===== src/rtl/riscv_multicycle_ctrl.sv =====
// Main control FSM for the multicycle RV32I-subset core, plus ALU/immediate decoders and instret.
// Outputs are combinational from state and instruction fields; memory waits hold FETCH/MEMREAD/MEMWRITE.
module riscv_multicycle_ctrl #(
  parameter int CNT_W = 32
) (
  input  logic             clk_i,
  input  logic             reset_i,
  input  logic [6:0]       op_i,
  input  logic [2:0]       funct3_i,
  input  logic             funct7b5_i,
  input  logic             zero_i,
  input  logic             mem_ready_i,
  output logic             pcwrite_o,
  output logic             adrsrc_o,
  output logic             memwrite_o,
  output logic             irwrite_o,
  output logic [1:0]       resultsrc_o,
  output logic [1:0]       alusrca_o,
  output logic [1:0]       alusrcb_o,
  output logic [2:0]       alucontrol_o,
  output logic [1:0]       immsrc_o,
  output logic             regwrite_o,
  output logic             illegal_o,
  output logic [CNT_W-1:0] instret_o
);

  typedef enum logic [3:0] {
    S_FETCH    = 4'd0,
    S_DECODE   = 4'd1,
    S_MEMADR   = 4'd2,
    S_MEMREAD  = 4'd3,
    S_MEMWB    = 4'd4,
    S_MEMWRITE = 4'd5,
    S_EXECR    = 4'd6,
    S_EXECI    = 4'd7,
    S_ALUWB    = 4'd8,
    S_JAL      = 4'd9,
    S_BEQ      = 4'd10
  } state_t;

  localparam logic [6:0] OP_LW  = 7'b0000011;
  localparam logic [6:0] OP_SW  = 7'b0100011;
  localparam logic [6:0] OP_R   = 7'b0110011;
  localparam logic [6:0] OP_I   = 7'b0010011;
  localparam logic [6:0] OP_BEQ = 7'b1100011;
  localparam logic [6:0] OP_JAL = 7'b1101111;

  state_t           state_q, state_d;
  logic [CNT_W-1:0] instret_q, instret_d;
  logic             pcupdate, branch, memwrite_s, irwrite_s, regwrite_s, illegal_s, retire;
  logic [1:0]       aluop;

  always_comb begin
    state_d     = S_FETCH;
    pcupdate    = 1'b0;
    branch      = 1'b0;
    adrsrc_o    = 1'b0;
    memwrite_s  = 1'b0;
    irwrite_s   = 1'b0;
    regwrite_s  = 1'b0;
    illegal_s   = 1'b0;
    retire      = 1'b0;
    resultsrc_o = 2'b00;
    alusrca_o   = 2'b00;
    alusrcb_o   = 2'b00;
    aluop       = 2'b00;
    case (state_q)
      S_FETCH: begin
        alusrcb_o   = 2'b10;
        resultsrc_o = 2'b10;
        if (mem_ready_i) begin
          irwrite_s = 1'b1;
          pcupdate  = 1'b1;
          state_d   = S_DECODE;
        end else begin
          state_d = S_FETCH;
        end
      end
      S_DECODE: begin
        alusrca_o = 2'b01;
        alusrcb_o = 2'b01;
        case (op_i)
          OP_LW, OP_SW: state_d = S_MEMADR;
          OP_R:         state_d = S_EXECR;
          OP_I:         state_d = S_EXECI;
          OP_BEQ:       state_d = S_BEQ;
          OP_JAL:       state_d = S_JAL;
          default:      illegal_s = 1'b1;
        endcase
      end
      S_MEMADR: begin
        alusrca_o = 2'b10;
        alusrcb_o = 2'b01;
        state_d   = (op_i == OP_LW) ? S_MEMREAD : S_MEMWRITE;
      end
      S_MEMREAD: begin
        adrsrc_o = 1'b1;
        state_d  = mem_ready_i ? S_MEMWB : S_MEMREAD;
      end
      S_MEMWB: begin
        resultsrc_o = 2'b01;
        regwrite_s  = 1'b1;
        retire      = 1'b1;
      end
      S_MEMWRITE: begin
        adrsrc_o   = 1'b1;
        memwrite_s = 1'b1;
        retire     = mem_ready_i;
        state_d    = mem_ready_i ? S_FETCH : S_MEMWRITE;
      end
      S_EXECR: begin
        alusrca_o = 2'b10;
        aluop     = 2'b10;
        state_d   = S_ALUWB;
      end
      S_EXECI: begin
        alusrca_o = 2'b10;
        alusrcb_o = 2'b01;
        aluop     = 2'b10;
        state_d   = S_ALUWB;
      end
      S_ALUWB: begin
        regwrite_s = 1'b1;
        retire     = 1'b1;
      end
      S_JAL: begin
        alusrca_o = 2'b01;
        alusrcb_o = 2'b10;
        pcupdate  = 1'b1;
        state_d   = S_ALUWB;
      end
      S_BEQ: begin
        alusrca_o = 2'b10;
        aluop     = 2'b01;
        branch    = 1'b1;
        retire    = 1'b1;
      end
      default: state_d = S_FETCH;
    endcase
  end

  always_comb begin
    alucontrol_o = 3'b000;
    case (aluop)
      2'b00: alucontrol_o = 3'b000;
      2'b01: alucontrol_o = 3'b001;
      default: begin
        case (funct3_i)
          3'b000:  alucontrol_o = (op_i[5] & funct7b5_i) ? 3'b001 : 3'b000;
          3'b010:  alucontrol_o = 3'b101;
          3'b110:  alucontrol_o = 3'b011;
          3'b111:  alucontrol_o = 3'b010;
          default: alucontrol_o = 3'b000;
        endcase
      end
    endcase
  end

  // Immediate format depends only on the opcode so the extender is valid during DECODE.
  always_comb begin
    immsrc_o = 2'b00;
    case (op_i)
      OP_SW:   immsrc_o = 2'b01;
      OP_BEQ:  immsrc_o = 2'b10;
      OP_JAL:  immsrc_o = 2'b11;
      default: immsrc_o = 2'b00;
    endcase
  end

  assign pcwrite_o  = ~reset_i & (pcupdate | (branch & zero_i));
  assign memwrite_o = ~reset_i & memwrite_s;
  assign irwrite_o  = ~reset_i & irwrite_s;
  assign regwrite_o = ~reset_i & regwrite_s;
  assign illegal_o  = ~reset_i & illegal_s;
  assign instret_o  = instret_q;
  assign instret_d  = retire ? instret_q + CNT_W'(1) : instret_q;

  always_ff @(posedge clk_i) begin
    if (reset_i) begin
      state_q   <= S_FETCH;
      instret_q <= '0;
    end else begin
      state_q   <= state_d;
      instret_q <= instret_d;
    end
  end

endmodule


===== config.mk =====
export PLATFORM = sky130hd
export DESIGN_NAME = riscv_multicycle_ctrl
export DESIGN_NICKNAME = d
export VERILOG_FILES = /design/src/rtl/riscv_multicycle_ctrl.sv
export SDC_FILE = /design/constraint.sdc
export NUM_CORES = 1
export LEC_CHECK = 0
export BUFFER_PORTS_ARGS = -buffer_cell sky130_fd_sc_hd__buf_2
export CAP_MARGIN = 20
export CORE_MARGIN = 5
export CORE_UTILIZATION = 47
export DETAILED_ROUTE_END_ITERATION = 10
export HOLD_SLACK_MARGIN = 0.06
export PLACE_DENSITY = 0.76
export REMOVE_ABC_BUFFERS = 1
export SLEW_MARGIN = 20
export SYNTH_ARGS = -nofsm -noshare
export SYNTH_HDL_FRONTEND = slang
export SYNTH_SLANG_ARGS = --single-unit
export TNS_END_PERCENT = 5

===== constraint.sdc =====
create_clock -name clk_i -period 2.2 [get_ports clk_i]
set_input_delay 0.22 -clock clk_i [delete_from_list [all_inputs] [get_ports clk_i]]
set_output_delay 0.22 -clock clk_i [all_outputs]
set_load 0.01 [all_outputs]

==> run metrics, run 1 <==
status=finished, final reports clean; clock latency reported for the late side of the worst-skew pair=0.29 ns; cell-by-cell listing of the critical path=buf_4, or4b_2, or4b_2, a31oi_1; Final Routed Wirelength=5960 um; FF+latch count, synth=36; I/O pin count=64; final worst path period need=2.14 ns; worst path required time=2.40 ns; Gate Count Post-Synth=276; met1 Use GR=24.4%; Final Instance Count excl. Fillers=408; fin nets=369; accumulated negative setup slack=0 ns; kind of launch point of the worst setup path=flop; register area share after synthesis=32.2%; count of input and output buffers=63; cell area after technology mapping=2240 um^2; effective utilization at floorplan=48.0%; length of the first detailed-routing pass in iterations=4; Die Wd=79.0 um; total power consumption of the routed design=1.38 mW; cell area after layout=2910 um^2; dominant synthesized flop cell=sky130_fd_sc_hd__dfxtp_1; static leakage=1.16 nW; GR Layer Usage met2=33.2%; utilization after layout=62.4%; number of buffers added for setup after CTS=0; areal power density over the cells=473 nW/um^2; count of inserted antenna diode cells=0; Clock Skews=0.00763 ns; die boundary height=79.0 um; yosys warns=0; remaining number of nets flagged by the antenna check after routing=0; number of cells on the worst reg-to-reg path=4; distinct cell type count of the synthesized netlist=47; kind of end point of the critical path=flop; Final Hold Viols=0; maximum level of the CTS H-tree=2; core region area=4660 um^2; number of vias per cell after detailed routing=5.94; Crit path max-delay family=simple AND/OR/NAND/NOR gates; category of the critical setup timing path=reg2reg; largest vdd supply drop=369 uV; Final Setup Violations=0; delay contributed by the slowest stage of the critical path=0.70 ns; remaining global-route overflow=0; # placed instances=400; pin slew with the least headroom to its limit=0.667 ns; number of global-route vias before repair=2271; cell row count=25; path length in cells of the critical path=4; most frequent cells in the layout=63 x sky130_fd_sc_hd__buf_2, 36 x sky130_fd_sc_hd__dfxtp_1, 24 x sky130_fd_sc_hd__buf_4, 23 x sky130_fd_sc_hd__nor2_1, 21 x sky130_fd_sc_hd__a21oi_1; most congested layer reported by global routing=met2; clock input transition at the sequential cells of the worst setup and hold paths=0.06 ns; synthesis-to-layout area growth=30.0%; R2R setup slack=0.06 ns; number of instances on the worst hold path=3; clock root cell=sky130_fd_sc_hd__clkbuf_8; worst path arrival time=2.35 ns; master of the slowest instance on the critical path=sky130_fd_sc_hd__or4b_2; crit-path most repeated cell=sky130_fd_sc_hd__or4b_2; final hold slack=0.306 ns; number of DRC violations after detailed-routing iteration 0=125; worst slew slack as a fraction of its limit=55.3%; Syn Area/Cell=8.11 um^2; Peak Freq=467 MHz; most common cell after layout, fill and taps aside=sky130_fd_sc_hd__buf_2; Post-Place Worst Slack=0.0813 ns; smallest setup slack after layout=0.0566 ns; buffers plus inverters on the worst setup path=1; number of max-capacitance violations reported=0; clock tree from TritonCTS=done; via count=2424; mean routed wirelength per cell=14.6 um; Async S/R FF share, synth=0%; CTS Sinks=36; met3 usage=4.54%; post-detail-place hpwl=4380 um; global-route usage over all layers=19.5%; maximum number of pins on one net before global-route repair=37; pins over their slew limit=0; Cell Area, Placed=2740 um^2; number of buffers created by CTS=5; setup repair after global routing missed its margin=yes; overall die area=6240 um^2; routability cong.=0.875; period utilization=97.4%; ratio of cells with drive above 1 in the final layout=32.5%; number of enable-type register cells in the synthesized netlist=0; DRC Markers=0; min-delay worst type=in2reg; wire length of the first global-routing pass=10000 um; initial antenna violation count=0; Critical Path Fanout Max=13; largest buffer count on any clock path=2
==> cell families (layout without fill, tap and decap cells) <==
group | count (synthesis) | count (layout) | share of synthesized area, %
simple gates | 136 | 136 | 36.4
compound gates | 60 | 60 | 17.1
flops | 36 | 36 | 32.2
buf+inv | 23 | 101 | 4.64
mux | 12 | 12 | 5.93
xor+xnor | 8 | 8 | 3.13
fa+ha+maj | 1 | 1 | 0.559
==> per-layer routing <==
layer  share of wire, %  routed length (um)  vias to the layer above
li1                   -                   -                     1214
met1                 44                2650                     1131
met2                 49                2940                       77
met3                6.0                 355                        2
met4               0.17                  10                        0
met5                  0                   0                        -
==> power by group <==
group	internal (mW)	total, mW	switching [mW]
Clock	0.400	0.631	0.231
Sequential	0.653	0.654	0.00153
Combinational	0.0385	0.0916	0.0531
Total	1.09	1.38	0.286
==> cells in the mapped netlist, types with 6 or more instances <==
library cell	instances	area share, %
sky130_fd_sc_hd__nor2b_1	12	3.4
sky130_fd_sc_hd__mux2_2	6	3.0
sky130_fd_sc_hd__nor4_1	11	3.1
sky130_fd_sc_hd__o31ai_1	16	5.4
sky130_fd_sc_hd__nor2_1	23	3.9
sky130_fd_sc_hd__a21oi_1	21	4.7
sky130_fd_sc_hd__nand3_1	12	2.7
sky130_fd_sc_hd__nor3_1	6	1.3
sky130_fd_sc_hd__nand4_1	11	3.1
sky130_fd_sc_hd__or4_1	16	5.4
sky130_fd_sc_hd__or3_1	7	2.0
sky130_fd_sc_hd__nand2_1	14	2.3
sky130_fd_sc_hd__dfxtp_1	36	32
sky130_fd_sc_hd__o21ai_0	8	1.8
sky130_fd_sc_hd__clkbuf_1	12	2.0
==> state kept, by name (all words and copies together), names as in the netlist <==
| register | cells |
|---|---|
| instret_o | 32 |
| state_q | 4 |
==> worst paths after layout <==
| kind | start | end |
|---|---|---|
| max reg2reg | state_q[0]$_SDFF_PP0_ | state_q[1]$_SDFF_PP0_ |
| max | state_q[0]$_SDFF_PP0_ | state_q[1]$_SDFF_PP0_ |
| min | op_i[4] | state_q[1]$_SDFF_PP0_ |
| min reg2reg | instret_o[23]$_SDFFE_PP0P_ | instret_o[23]$_SDFFE_PP0P_ |
==> worst reg2reg max path, cell delays in order, from the launching register on <==
cell and delay (ns):
sky130_fd_sc_hd__dfxtp_1 0.34, sky130_fd_sc_hd__buf_4 0.19, sky130_fd_sc_hd__or4b_2 0.70, sky130_fd_sc_hd__or4b_2 0.63
sky130_fd_sc_hd__a31oi_1 0.21
==> timing repair <==
item,4_1_cts,5_1_grt
hold buffers,0,0
endpoints found under the setup margin,0,7
gates resized for setup,0,8
endpoints found under the hold margin,0,0
==> cell type report <==
| type | count | area [um^2] |
|---|---|---|
| clock buffer | 7 | 96.3 |
| clock inverter | 1 | 30.0 |
| fill | 400 | 1750 |
| inverter | 5 | 18.8 |
| multi-input combinational | 217 | 1460 |
| sequential | 36 | 721 |
| tap | 54 | 67.6 |
| timing repair buffer | 88 | 515 |
(Power assumes the default switching activity.)
==> run 2, diff against run 1 <==
- clock period: 2.2 -> 1.79 ns (I/O delays scaled with it)
==> run metrics, run 2 (synthesis results as in run 1) <==
CTS Sinks=36 (unchanged); Critical Path Fanout Max=6 (-7); cell row count=25 (unchanged); clock input transition at the sequential cells of the worst setup and hold paths=0.07 ns (about the same); Final Instance Count excl. Fillers=444 (+8.8%); category of the critical setup timing path=reg2reg; total net switching power=357 uW (+25%); most common cell after layout, fill and taps aside=sky130_fd_sc_hd__buf_2; largest vdd supply drop=352 uV (-4.5%); kind of launch point of the worst setup path=flop; violations in the final reports=setup timing; DRC Markers=0 (unchanged); via count=2603 (+7.4%); areal power density over the cells=468 nW/um^2 (-1.1%); remaining number of nets flagged by the antenna check after routing=0 (unchanged); clock root cell=sky130_fd_sc_hd__clkbuf_8; die boundary height=79.0 um (unchanged); number of buffers created by CTS=5 (unchanged); Largest register FFs=32 (unchanged); worst slew slack as a fraction of its limit=67.1% (+12 points); ratio of cells with drive above 1 in the final layout=44.9% (+12 points); number of global-route vias before repair=2404 (+5.9%); wire length of the first global-routing pass=10900 um (+8.7%); Switching Share=23.3% (+2.6 points); kind of end point of the critical path=flop; number of DRC violations after detailed-routing iteration 0=160 (+28%); pins over their slew limit=0 (unchanged); core region area=4660 um^2 (unchanged); routability cong.=0.859 (-1.8%); utilization after layout=70.0% (+7.6 points); period utilization=116% (+19 points); status=finished, violations left; post-detail-place hpwl=4670 um (+6.6%); synthesis-to-layout area growth=45.9%; length of the first detailed-routing pass in iterations=5 (+1); Clock Skews=0.00959 ns (+0.00196 ns); sequential fraction of design power=52.6% (+5.1 points); count of inserted antenna diode cells=0 (unchanged); fin nets=405 (+9.8%); most frequent cells in the layout=63 x sky130_fd_sc_hd__buf_2, 56 x sky130_fd_sc_hd__buf_4, 31 x sky130_fd_sc_hd__dfxtp_1, 23 x sky130_fd_sc_hd__nor2_1, 16 x sky130_fd_sc_hd__o31ai_1; fill cell total of the finished layout=378 (-5.5%); mean routed wirelength per cell=14.8 um (+1.1%); combinational cell fraction of total power=8.1% (+1.4 points); Final Hold Viols=0 (unchanged); smallest setup slack after layout=-0.294 ns (-0.351 ns); global-route usage over all layers=21.4% (+1.9 points); number of vias per cell after detailed routing=5.86 (-1.3%); min-delay worst type=in2reg; setup repair after global routing missed its margin=yes; I/O pin count=64 (unchanged); Final Routed Wirelength=6560 um (+10%); area occupied by registers=727 um^2 (+0.87%); worst path required time=1.97 ns (-0.43 ns); clock tree from TritonCTS=done; final worst path period need=2.08 ns (-0.0593 ns); count of input and output buffers=63 (unchanged); Peak Freq=480 MHz (+2.8%); cts-stage hold buffer count=0 (unchanged); overall die area=6240 um^2 (unchanged); number of max-capacitance violations reported=0 (unchanged); largest buffer count on any clock path=2 (unchanged); remaining global-route overflow=0 (unchanged); clock latency reported for the late side of the worst-skew pair=0.29 ns (about the same); maximum level of the CTS H-tree=2 (unchanged); internal power=1.17 mW (+7.4%); Die Wd=79.0 um (unchanged); worst path arrival time=2.26 ns (-0.09 ns); pin slew with the least headroom to its limit=0.491 ns (-0.176 ns); maximum number of pins on one net before global-route repair=28 (-24%); # placed instances=435 (+8.8%); initial antenna violation count=0 (unchanged); clock network fraction of total power=39.2% (-6.6 points); effective utilization at floorplan=48.0% (unchanged); area of the multi-input gates=1550 um^2 (+6.3%); static leakage=1.39 nW (+20%); Final Setup Violations=29 (+29)
[run 2: cell count changes in the layout (fill, tap and decap cells not counted), sizes merged]
cell,change
buf,+36
bufinv,-1
clkbuf,+1
[run 2: path summary, 6_finish.rpt]
check,from,to,slack [ns],depth (start not counted)
min reg2reg,instret_o[30]$_SDFFE_PP0P_,instret_o[30]$_SDFFE_PP0P_,0.51,2
max,state_q[0]$_SDFF_PP0_,instret_o[26]$_SDFFE_PP0P_,-0.29,4
max reg2reg,state_q[0]$_SDFF_PP0_,instret_o[26]$_SDFFE_PP0P_,-0.29,4
min,op_i[4],state_q[1]$_SDFF_PP0_,0.24,3
[run 2: power by group through the flow]
stage	clock (mW)	combinational [mW]	sequential, mW
finish	0.600	0.124	0.805
global route	0.646	0.137	0.804
CTS	0.605	0.121	0.804
detailed placement	0	0.119	0.822
global placement	0	0.117	0.822
floorplan	0	0.0421	0.826
[run 2: stage by stage]
| stage | hold slack [ns] | total power [mW] | area, um^2 | TNS [ns] | setup WS, ns |
|---|---|---|---|---|---|
| global route | 0.252 | 1.59 | 3260 | -7.52 | -0.349 |
| detailed placement | 0.490 | 0.941 | 3010 | -5.86 | -0.325 |
| finish | 0.239 | 1.53 | 3260 | -4.99 | -0.294 |
| CTS | 0.229 | 1.53 | 3170 | -4.93 | -0.292 |
| global placement | 0.491 | 0.939 | 3010 | -5.16 | -0.286 |
| floorplan | 0.248 | 0.869 | 2150 | -12.22 | -0.608 |
[run 2: routing by layer]
| layer | up-vias | wire length [um] | track usage [%] | part of all wire [%] |
|---|---|---|---|---|
| li1 | 1286 | - | - | - |
| met2 | 102 | 3150 | 36.2 | 48 |
| met4 | 0 | 87 | 6.70 | 1.3 |
| met1 | 1208 | 2830 | 27.4 | 43 |
| met5 | - | 0 | 0 | 0 |
| met3 | 7 | 492 | 3.97 | 7.5 |
[run 2: worst max-delay path, stage by stage (launching register included)]
cell	delay (ns)
sky130_fd_sc_hd__dfxtp_2	0.34
sky130_fd_sc_hd__or4b_4	0.54
sky130_fd_sc_hd__a311o_2	0.39
sky130_fd_sc_hd__or3b_1	0.40
sky130_fd_sc_hd__mux2_4	0.31
[run 2: final cells by class]
type	instances	area share (%)
Timing Repair Buffer	124	24.8
Multi-Input combinational cell	217	47.5
Tap cell	54	2.07
Clock buffer	8	2.76
Sequential cell	36	22.3
Inverter	5	0.575
[run 2: what timing repair did]
| item | in CTS | in global routing |
|---|---|---|
| gates resized for setup | 16 | 24 |
| endpoints found under the setup margin | 32 | 36 |
| pin swaps | 22 | 3 |
| setup buffers | 1 | 0 |
==> run 3, diff against run 2 <==
- ABC_AREA: default -> 1
- CORE_UTILIZATION: 47 -> 48
- PLACE_DENSITY: 0.76 -> 0.77
- SETUP_SLACK_MARGIN: default -> 0.5
==> run metrics, run 3 <==
status=finished, final reports clean; capture point of the critical path=pcwrite_o; remaining global-route overflow=0 (unchanged); buffers plus inverters on the worst setup path=2 (+2); # placed instances=550 (+26%); Final Hold Viols=0 (unchanged); number of cells on the worst reg-to-reg path=9 (+5); core region area=5010 um^2 (+7.5%); I/O pin count=64 (unchanged); distinct cell type count of the synthesized netlist=31 (-34%); Syn Area/Cell=5.76 um^2 (-29%); Critical Path Fanout Max=3 (-3); mean routed wirelength per cell=12.5 um (-15%); register area share after synthesis=29.6% (-2.6 points); cell-by-cell listing of the critical path=nor2_4, inv_2, nor2_4, nand2_2, a31oi_1, buf_2; count of inserted antenna diode cells=0 (unchanged); total net switching power=383 uW (+7.3%); maximum number of pins on one net before global-route repair=26 (-7.1%); Final Routed Wirelength=7100 um (+8.3%); Final Setup Violations=0 (-100%); final worst path period need=1.55 ns (-0.532 ns); Peak Freq=644 MHz (+34%); count of input and output buffers=63 (unchanged); category of the critical setup timing path=reg2out; min-delay worst type=in2reg; Largest register FFs=32 (unchanged); most common cell after layout, fill and taps aside=sky130_fd_sc_hd__nand2_1; fill cell total of the finished layout=469 (+24%); via count=2837 (+9.0%); fin nets=513 (+27%); setup repair after global routing missed its margin=yes; worst path arrival time=1.37 ns (-0.89 ns); effective utilization at floorplan=48.5% (+0.53 points); FF+latch count, synth=36 (unchanged); routability cong.=0.952 (+11%); initial antenna violation count=0 (unchanged); ratio of cells with drive above 1 in the final layout=29.7% (-15 points); pin slew with the least headroom to its limit=0.534 ns (+0.0432 ns); Crit path max-delay family=flip-flops; remaining number of nets flagged by the antenna check after routing=0 (unchanged); DRC Markers=0 (unchanged); crit-path most repeated cell=sky130_fd_sc_hd__nor2_4; R2R setup slack=0.28 ns (+0.57 ns); clock root cell=sky130_fd_sc_hd__clkbuf_8; delay contributed by the slowest stage of the critical path=0.38 ns (-0.16 ns); CTS Sinks=36 (unchanged); global-route usage over all layers=22.1% (+0.71 points); Clock Skews=0.00598 ns (-0.00361 ns); areal power density over the cells=478 nW/um^2 (+2.1%); combinational cell fraction of total power=7.7% (-0.4 points); clock input transition at the sequential cells of the worst setup and hold paths=0.07 ns (about the same); Async S/R FF share, synth=0% (unchanged); number of global-route vias before repair=2582 (+7.4%); clock latency reported for the late side of the worst-skew pair=0.30 ns (about the same); overall die area=6590 um^2 (+5.6%); cell area after technology mapping=2430 um^2 (+8.7%); Gate Count Post-Synth=422 (+53%); clock tree from TritonCTS=done; launching instance or port of the critical path=state_q[1]$_SDFF_PP0_; kind of launch point of the worst setup path=flop; largest vdd supply drop=321 uV (-8.9%); worst slew slack as a fraction of its limit=64.3% (-2.7 points); dominant cell type by area after synthesis=sky130_fd_sc_hd__dfxtp_1; count leader, synth=sky130_fd_sc_hd__nand2_1; yosys warns=0 (unchanged); die boundary height=81.2 um (+2.8%); Switching Share=24.9% (+1.5 points); largest buffer count on any clock path=2 (unchanged); period utilization=86.7% (-30 points); Post-Place Worst Slack=0.143 ns (+0.467 ns); most frequent cells in the layout=131 x sky130_fd_sc_hd__nand2_1, 69 x sky130_fd_sc_hd__nor2_1, 63 x sky130_fd_sc_hd__buf_2, 49 x sky130_fd_sc_hd__inv_1, 23 x sky130_fd_sc_hd__nand3_1; post-detail-place hpwl=4940 um (+5.8%); worst path required time=1.61 ns (-0.36 ns); number of DRC violations after detailed-routing iteration 0=160 (unchanged); R2R Path Start=state_q[3]$_SDFF_PP0_; accumulated negative setup slack=0 ns (+4.99 ns); path length in cells of the critical path=6 (+2); static leakage=1.39 nW (about the same); internal power=1.16 mW (-1.3%); cell row count=26 (+4.0%); dominant synthesized flop cell=sky130_fd_sc_hd__dfxtp_1; pins over their slew limit=0 (unchanged); kind of end point of the critical path=output port; Die Wd=81.2 um (+2.8%); Final Instance Count excl. Fillers=568 (+28%); smallest setup slack after layout=0.238 ns (+0.532 ns); Synth top area share=29.6% (-2.6 points); master of the slowest instance on the critical path=sky130_fd_sc_hd__dfxtp_4; clock network fraction of total power=40.3% (+1.1 points); sequential fraction of design power=52.0% (-0.6 points); number of buffers created by CTS=5 (unchanged); length of the first detailed-routing pass in iterations=5 (unchanged); maximum level of the CTS H-tree=2 (unchanged); number of vias per cell after detailed routing=4.99 (-15%); top cell types by occurrence after synthesis=138 x sky130_fd_sc_hd__nand2_1, 82 x sky130_fd_sc_hd__nor2_1, 52 x sky130_fd_sc_hd__inv_1, 36 x sky130_fd_sc_hd__dfxtp_1, 26 x sky130_fd_sc_hd__nand3_1; synthesis-to-layout area growth=32.4%; number of enable-type register cells in the synthesized netlist=0 (unchanged); number of max-capacitance violations reported=0 (unchanged); Reg2Reg Capture Point=instret_o[6]$_SDFFE_PP0P_; wire length of the first global-routing pass=11400 um (+4.7%); Area contributors post-synth=sky130_fd_sc_hd__dfxtp_1 30%, sky130_fd_sc_hd__nand2_1 21%, sky130_fd_sc_hd__nor2_1 13%
## run 3: changes by cell type after synthesis, sizes merged, moves of 9 or more
cell    before  now
nor4        11    1
nand2       14  141
mux2        10    0
clkbuf      12    3
nor2b       12    0
nor2        23   89
nand3       12   28
inv          5   55
o31ai       16    0
or4         16    0
## run 3: tightest hold or removal path, cell delays in order
cell	delay (ns)
sky130_fd_sc_hd__buf_2	0.09
sky130_fd_sc_hd__nor2_1	0.06
sky130_fd_sc_hd__nand4_1	0.07
sky130_fd_sc_hd__a21oi_1	0.07
## run 3: worst min path at each step
stage	from	to	slack, ns	cells after the start
2_1_floorplan	reset_i	instret_o[11]$_SDFFE_PP0P_	0.24	1
3_3_place_gp	instret_o[31]$_SDFFE_PP0P_	instret_o[31]$_SDFFE_PP0P_	0.50	2
5_1_grt	op_i[6]	state_q[1]$_SDFF_PP0_	0.24	4
3_5_place_dp	instret_o[31]$_SDFFE_PP0P_	instret_o[31]$_SDFFE_PP0P_	0.51	2
4_1_cts	op_i[6]	state_q[1]$_SDFF_PP0_	0.21	4
6_report	op_i[6]	state_q[1]$_SDFF_PP0_	0.21	4
## run 3: power groups by stage
stage / Clock (mW) / Combinational [mW] / Sequential [mW]
2_1_floorplan: 0 / 0.0498 / 0.822
3_3_place_gp: 0 / 0.0979 / 0.823
3_5_place_dp: 0 / 0.0990 / 0.823
4_1_cts: 0.623 / 0.110 / 0.800
5_1_grt: 0.656 / 0.129 / 0.800
6_report: 0.621 / 0.118 / 0.801
## run 3: what timing repair did
item	CTS	global route
setup buffers	7	2
gates cloned	1	0
setup endpoints to repair	47	50
hold buffers	0	0
pin swaps	8	4
gates resized for setup	60	21
## run 3: metrics by stage
step	power, mW	utilization (%)	area [um^2]	hold slack (ns)
after floorplan	0.872	-	2370	0.241
after global placement	0.921	55.9	2800	0.500
after detailed placement	0.922	55.9	2800	0.509
after CTS	1.53	62.7	3140	0.206
after global routing	1.59	64.3	3220	0.235
final	1.54	64.3	3220	0.213
## run 3: cell type report
class | instances | area (um^2) | area share [%]
tap | 70 | 87.6 | 2.72
multi-input combinational | 322 | 1640 | 50.8
clock buffer | 8 | 90.1 | 2.80
timing repair buffer | 77 | 435 | 13.5
sequential | 36 | 752 | 23.4
inverter | 55 | 219 | 6.80
## run 3: per-layer routing
metal / GRT usage [%] / vias up / part of all wire [%]
met5: 0 / - / 0
met3: 4.77 / 10 / 7.0
li1: - / 1461 / -
met2: 38.3 / 103 / 48
met4: 8.61 / 0 / 1.8
met1: 26.5 / 1263 / 43
## run 3: kinds of logic after synthesis
family          synth area share [%]
compound gates                  10.8
xor+xnor                        1.80
flops                           29.6
fa+ha+maj                      0.515
simple gates                    46.2
buf+inv                         11.1
